==> config.mk <==
export PLATFORM = sky130hd
export DESIGN_NAME = sram_rr_arbiter
export DESIGN_NICKNAME = d
export VERILOG_FILES = /design/src/rtl/sram_rr_arbiter.sv
export SDC_FILE = /design/constraint.sdc
export NUM_CORES = 1
export LEC_CHECK = 0
export CAP_MARGIN = 30
export CORE_ASPECT_RATIO = 2
export CORE_MARGIN = 2
export CORE_UTILIZATION = 45
export CTS_CLUSTER_SIZE = 25
export DETAILED_ROUTE_END_ITERATION = 6
export PLACE_DENSITY = 0.9
export SYNTH_ARGS = -nofsm -noshare
export SYNTH_HDL_FRONTEND = slang
export SYNTH_SLANG_ARGS = --single-unit
export TNS_END_PERCENT = 30
==> constraint.sdc <==
create_clock -name clk -period 4.1 [get_ports clk]
set_clock_uncertainty 0.1 [all_clocks]
set_input_delay 0.41 -clock clk [delete_from_list [all_inputs] [get_ports clk]]
set_output_delay 0.41 -clock clk [all_outputs]
set_load 0.1 [all_outputs]
==> src/rtl/sram_rr_arbiter.sv <==
// sram_rr_arbiter: two-port arbiter/sequencer that serialises requests onto one SRAM port.
// Ports: clk/rst, reqN/rwN/addrN/dinN in, ackN/rdataN/rvalidN out, mem_* SRAM side.
// Macro SRAM_ARB_FIXED_PRIO_EN selects fixed priority (port 0 wins); default is round-robin.
module sram_rr_arbiter #(
  parameter int AW = 8,
  parameter int DW = 8
) (
  input  logic          clk,
  input  logic          rst,
  input  logic          req0,
  input  logic          req1,
  input  logic          rw0,
  input  logic          rw1,
  input  logic [AW-1:0] addr0,
  input  logic [AW-1:0] addr1,
  input  logic [DW-1:0] din0,
  input  logic [DW-1:0] din1,
  output logic          ack0,
  output logic          ack1,
  output logic [DW-1:0] rdata0,
  output logic [DW-1:0] rdata1,
  output logic          rvalid0,
  output logic          rvalid1,
  output logic          mem_en,
  output logic          mem_rw,
  output logic [AW-1:0] mem_addr,
  output logic [DW-1:0] mem_din,
  input  logic [DW-1:0] mem_dout
);

  typedef enum logic [1:0] {
    S_IDLE,
    S_ISSUE,
    S_RDATA
  } state_t;

  state_t          r_state;
  logic            r_last;
  logic            r_win;
  logic            r_ack0;
  logic            r_ack1;
  logic            r_rvalid0;
  logic            r_rvalid1;
  logic [DW-1:0]   r_rdata0;
  logic [DW-1:0]   r_rdata1;
  logic            r_mem_en;
  logic            r_mem_rw;
  logic [AW-1:0]   r_mem_addr;
  logic [DW-1:0]   r_mem_din;

  logic            w_pick1;
  logic            w_rw;
  logic [AW-1:0]   w_addr;
  logic [DW-1:0]   w_din;

`ifdef SRAM_ARB_FIXED_PRIO_EN
  // Port 0 always wins; r_last is tracked but does not steer the choice.
  assign w_pick1 = req1 & ~req0;
`else
  // On a tie, serve the port that was not granted last.
  assign w_pick1 = req1 & (~req0 | ~r_last);
`endif

  assign w_rw   = w_pick1 ? rw1   : rw0;
  assign w_addr = w_pick1 ? addr1 : addr0;
  assign w_din  = w_pick1 ? din1  : din0;

  always_ff @(posedge clk) begin
    if (rst) begin
      r_state    <= S_IDLE;
      r_last     <= 1'b1;
      r_win      <= 1'b0;
      r_ack0     <= 1'b0;
      r_ack1     <= 1'b0;
      r_rvalid0  <= 1'b0;
      r_rvalid1  <= 1'b0;
      r_rdata0   <= '0;
      r_rdata1   <= '0;
      r_mem_en   <= 1'b0;
      r_mem_rw   <= 1'b0;
      r_mem_addr <= '0;
      r_mem_din  <= '0;
    end else begin
      r_ack0    <= 1'b0;
      r_ack1    <= 1'b0;
      r_rvalid0 <= 1'b0;
      r_rvalid1 <= 1'b0;
      unique case (r_state)
        S_IDLE: begin
          if (req0 | req1) begin
            r_state    <= S_ISSUE;
            r_win      <= w_pick1;
            r_last     <= w_pick1;
            r_ack0     <= ~w_pick1;
            r_ack1     <= w_pick1;
            r_mem_en   <= 1'b1;
            r_mem_rw   <= w_rw;
            r_mem_addr <= w_addr;
            r_mem_din  <= w_din;
          end
        end
        S_ISSUE: begin
          if (r_mem_rw) begin
            // Write lands at the SRAM on this edge.
            r_state    <= S_IDLE;
            r_mem_en   <= 1'b0;
            r_mem_rw   <= 1'b0;
            r_mem_addr <= '0;
            r_mem_din  <= '0;
          end else begin
            // Hold the read address while the SRAM output settles.
            r_state <= S_RDATA;
          end
        end
        S_RDATA: begin
          if (r_win) begin
            r_rdata1  <= mem_dout;
            r_rvalid1 <= 1'b1;
          end else begin
            r_rdata0  <= mem_dout;
            r_rvalid0 <= 1'b1;
          end
          r_state    <= S_IDLE;
          r_mem_en   <= 1'b0;
          r_mem_rw   <= 1'b0;
          r_mem_addr <= '0;
          r_mem_din  <= '0;
        end
        default: r_state <= S_IDLE;
      endcase
    end
  end

  assign ack0     = r_ack0;
  assign ack1     = r_ack1;
  assign rvalid0  = r_rvalid0;
  assign rvalid1  = r_rvalid1;
  assign rdata0   = r_rdata0;
  assign rdata1   = r_rdata1;
  assign mem_en   = r_mem_en;
  assign mem_rw   = r_mem_rw;
  assign mem_addr = r_mem_addr;
  assign mem_din  = r_mem_din;

endmodule

# --- Yosys cells after proc, flatten, opt, wreduce, memory -nomap -nowiden ---
# Index checks and enable logic that the tools add are counted.
op_classes:
  addsub: 0
  multipliers: 0
  n_div: 0
  magnitude_cmp: 0
  eq_ne: 4
  shift: 0
  n_mux: 18
  n_bitwise: 10
  n_reduce_logical: 11
ops:
  columns: ["operator", "count"]
  rows:
  - ["one-hot mux 8 bit (3 select lines)", 2]
  - ["two-way mux 8 bit", 5]
  - ["AND reduction 2 bit", 4]
  - ["NOT 1 bit", 7]
  - ["two-way mux 1 bit", 6]
  - ["two-way mux 2 bit", 2]
  - ["inequality test 2 bit (second input constant)", 2]
  - ["one-hot mux 2 bit (2 select lines)", 1]
  - ["OR reduction 2 bit", 2]
  - ["one-hot mux 1 bit (3 select lines)", 1]
  - ["AND reduction 3 bit", 1]
  - ["nonzero test 3 bit", 1]
  - ["OR reduction 3 bit", 1]
  - ["equality test 2 x 1 -> 1 bit (second input constant)", 1]
  - ["equality test 2 bit (second input constant)", 1]
  - ["zero test 2 bit", 1]
  - ["OR 1 bit", 2]
  - ["one-hot mux 1 bit (2 select lines)", 1]
  - ["nonzero test 2 bit", 1]
  - ["bitwise AND 1 bit", 1]
totals:
  reg_bits: 42
  latchBits: 0
  mem_bits_rw: 0
  rom_bits: 0
  output_inout_bits: 38
  word_cells: 56
  n_memories: 0

# --- Longest topological paths before layout ---
depth:
  word_depth: 6
  depth_mapped: 7

# --- Worst setup path before layout ---
# No wires, ideal clock.
synth_timing:
  path_kind: "register -> register"
  start: "register r_mem_rw, in the netlist mem_rw"
  end: "register r_mem_addr[0], in the netlist mem_addr[0]"
  arrival_ns: 1.696
  required_ns: 3.860
  slack_ns: 2.163
  stages_incl_launch_ff: 5
  path_buffers: 1
  period_less_slack_ns: 1.937
  cell_sequence: "dfxtp_1 -> nor2b_1 -> nor3_4 -> buf_6 -> o32ai_2"
synth_via:
  elab_chain_len: 2
synth_rtl:
  columns: ["element", "line", "source"]
  rows:
  - ["start, declared", "47", "logic r_mem_rw;"]
  - ["start signal, assigned", "97", "r_mem_rw <= w_rw;"]
  - ["inequality test 2 bit (no line)", null, null]
  - ["AND reduction 3 bit (no line)", null, null]
  - ["end signal, assigned", "98", "r_mem_addr <= w_addr;"]
  - ["end, declared", "48", "logic [AW-1:0] r_mem_addr;"]
# No other way between the ends.
# A chain may end at the register's enable or synchronous reset.

# --- Final worst setup path ---
layout_timing:
  start: "register r_mem_rw, in the netlist mem_rw"
  end: "output mem_rw"
layout_rtl:
  columns: ["element", "line", "source"]
  rows:
  - ["end, declared", "25", "output logic mem_rw,"]
# No word-level cell between the ends.

==> metrics.txt <==
Gate Count Post-Synth=between 150 and 200; average vias per placed instance=5.15; start point of the worst min-delay path=rdata1[6]; Chip Height=95.6 um; share of layout cells above drive strength 1=0.0879; total net switching power=0.000464 W; CP Buf/Inv Count=1; summed area of non-filler cells in the final layout=0.00283 mm^2; TritonCTS clock tree=built; Yosys Warn Count=0; TritonCTS buffer count=5; net switching share of the total power=0.374; WL/cell=~13 um; Leak Pwr=roughly 1 nW; number of violations of the max-capacitance limit=0; initial antenna violation count=0; critical-path maximum fanout=4; Comb power frac=0.364; count of buffers inserted at the top-level ports=83; transition time at the pin with the least slew margin=around 1 ns; aggregate global-route resource usage=0.192; cell depth of the worst min-delay path=2; mux contribution to synthesized area=0.0955; gr ovfl total=0; Max H-tree Level=2; effective utilization at floorplan=0.466; dpl cell area=0.00271 mm^2; Worst VDD drop=roughly 0.34 mV; internal power contribution=0.000776 W; vias after detailed routing=1,675; core utilization of the finished layout=0.698; area taken by flip-flops and latches=841 um^2; status=finished, final reports clean; sequential group share of total power=0.374; Critical Path RT=3.59 ns; achievable clock frequency=433 MHz; clock-pin slew of the registers on the worst-case setup and hold paths=0.08 ns; Reg-to-Reg Start=r_state[0]; number of DRC markers in iteration 0=14; Rows=33; RSZ-0062 raised after global routing=false; top_reg_cell synth=dfxtp_1; Arr. time, crit path=1.80 ns; Root Buffer Master=clkbuf_8; number of nets still failing antenna checks after routing=0; dominant combinational cell family by area after synthesis=compound AO/OA/AOI/OAI gates; total negative slack for setup checks=0 ns; global-route wire length before repair=7150 um; Setup Fix Bufs, Post-CTS=0; routed wire length=4280 um; area inside the core boundary=0.00405 mm^2; post-synthesis cell area=0.00189 mm^2; post-cts resize count=0; category of the worst setup path launch point=flip-flop; number of distinct library cells after synthesis=29; via count of the first global-routing pass=about 1,700; Final Max Tran Viols=0; CTS Hold Buffers Added=0; total DRC errors in the routed layout=0; area growth from synthesis to layout=49.7%; Min-Delay Endpoint=rdata1[6]; crit-path max cell delay=1.16 ns; R2R depth=5; Finish-stage setup viols=0; shortest clock period the worst path allows after layout=2.31 ns; reg-to-reg endpoint=mem_en; Reg2Reg Setup Slack=2.04 ns; final count of hold timing violations=0; layout net count=323; simple-gate area share of the yosys netlist=0.159; fraction of registers with async set or reset after synthesis=0; Total Die Area=0.00476 mm^2; Post-Synthesis Net Count=243; Final HPWL DP=3340 um; Compound-Gate Fraction of Synth Area=0.186; routability cong.=between 0.7 and 0.8; Clk pwr share=0.262; flop and latch count out of synthesis=42; normalized max-slew margin=0.334; kind of end point of the critical path=primary output; kind of path behind the tightest hold check=reg2reg; sequential-to-total area share from yosys stat=0.446; number of detailed-routing iterations run before antenna repair=4; Post-Syn Area per Cell=9.78 um^2; post-synthesis share of cell area spent on xor and xnor gates=0; latest clock arrival within the worst-skew pair=0.28 ns; Synth Area in Adders=0.0265; gate family responsible for the most delay along the worst path=buffers and inverters; crit path kind=reg2out; area of combinational cells with multiple inputs=882 um^2; number of enable flip-flop cells after synthesis=0; power per cell area=439 mW/mm^2; overall die width=49.8 um; fillers=341; Clock Sinks=42; Tcrit/Tclk final=0.563; maximum number of pins on one net before global-route repair=between 40 and 50; number of diodes added for antenna fixing=0; maximum number of buffers from clock root to sink=2; cell with the largest stage delay on the worst path=clkdlybuf4s50_1; io pins=84; cells along the critical path=clkdlybuf4s50_1
## logic make-up after synthesis
group                      count (synthesis)
AOI/OAI and AO/OA                         41
adders and majority gates                  4
buffers and inverters                     31
DFF                                       42
muxes                                     18
and+or+nand+nor                           57
## sequential cells by signal (all words and copies together) (netlist names)
name,cells
mem_rw,1
mem_din,8
mem_en,1
r_state,2
r_last,1
rvalid0,1
ack1,1
r_win,1
rdata1,8
mem_addr,8
rvalid1,1
rdata0,8
ack0,1
## power groups by stage
stage	clock (W)	combinational (W)	sequential, W
finish	0.000324	0.000452	0.000463
global route	0.000350	0.000474	0.000468
CTS	0.000334	0.000456	0.000464
detailed placement	0	0.000454	0.000473
global placement	0	0.000447	0.000471
floorplan	0	0.000133	0.000679
## worst max path at each step
stage | end | slack, ns | from | cells after the start
finish | mem_rw | 1.79 | mem_rw | 1
global route | mem_rw | 1.73 | mem_rw | 1
CTS | mem_rw | 1.77 | mem_rw | 1
global placement | mem_addr[7] | 1.49 | req1 | 4
detailed placement | mem_en | 1.77 | req0 | 4
floorplan | mem_addr[0] | 2.16 | mem_rw | 4
## worst register-to-register path: stages, from the launching register on
cell	delay (ns)
dfxtp_1	0.39
inv_1	0.08
ha_1	0.26
nor3b_2	0.20
nor3_4	0.72
a211oi_1	0.16
## synth_stat cells (2+ instances only)
library cell | n | area share
nor2_1 | 6 | 0.012
nand3_1 | 9 | 0.024
o21ai_1 | 2 | 0.0053
nand2b_1 | 3 | 0.0099
o32ai_1 | 6 | 0.028
o21ai_0 | 2 | 0.0053
inv_1 | 19 | 0.038
clkbuf_1 | 7 | 0.014
nand2_1 | 27 | 0.054
mux2i_1 | 18 | 0.095
dfxtp_1 | 42 | 0.45
buf_12 | 2 | 0.021
ha_1 | 4 | 0.027
buf_6 | 2 | 0.012
a21oi_1 | 17 | 0.045
nor2b_1 | 4 | 0.013
o32ai_2 | 10 | 0.086
a31oi_1 | 2 | 0.0066
## metal layers
metal / track usage / wire (um) / share of wire
met5: 0 / 0 / 0
met4: 0.0810 / 44 / 0.010
met3: 0.0455 / 262 / 0.061
met2: 0.397 / 2540 / 0.59
met1: 0.165 / 1430 / 0.33
## cells in the final DEF, fill, tap and decap left out, types with 2 or more instances in the layout
cell type	count
o32ai_1	6
dfxtp_1	42
o21ai_1	2
nor2b_1	4
nand3_1	9
inv_1	19
nor2_1	6
a31oi_1	2
nand2b_1	3
o21ai_0	2
mux2i_1	18
a21oi_1	17
clkdlybuf4s50_1	83
ha_1	4
clkbuf_8	6
nand2_1	27
o32ai_2	10
## final cells by class
type                    instances  area share
well taps                      52      0.0230
inverters                      19      0.0252
repair buffers                 85       0.302
clock buffers                   6      0.0292
flip-flops and latches         42       0.298
clock inverters                 1      0.0106
multi-input cells             120       0.312
## through the flow
step	cells	setup WS [ns]	total power [W]	hold WS (ns)
2_1_floorplan	193	2.16	0.000812	0.403
3_3_place_gp	317	1.49	0.000918	0.340
3_5_place_dp	318	1.77	0.000926	0.347
4_1_cts	325	1.77	0.00125	0.358
5_1_grt	325	1.73	0.00129	0.379
6_report	325	1.79	0.00124	0.352
(Power assumes the default switching activity.)
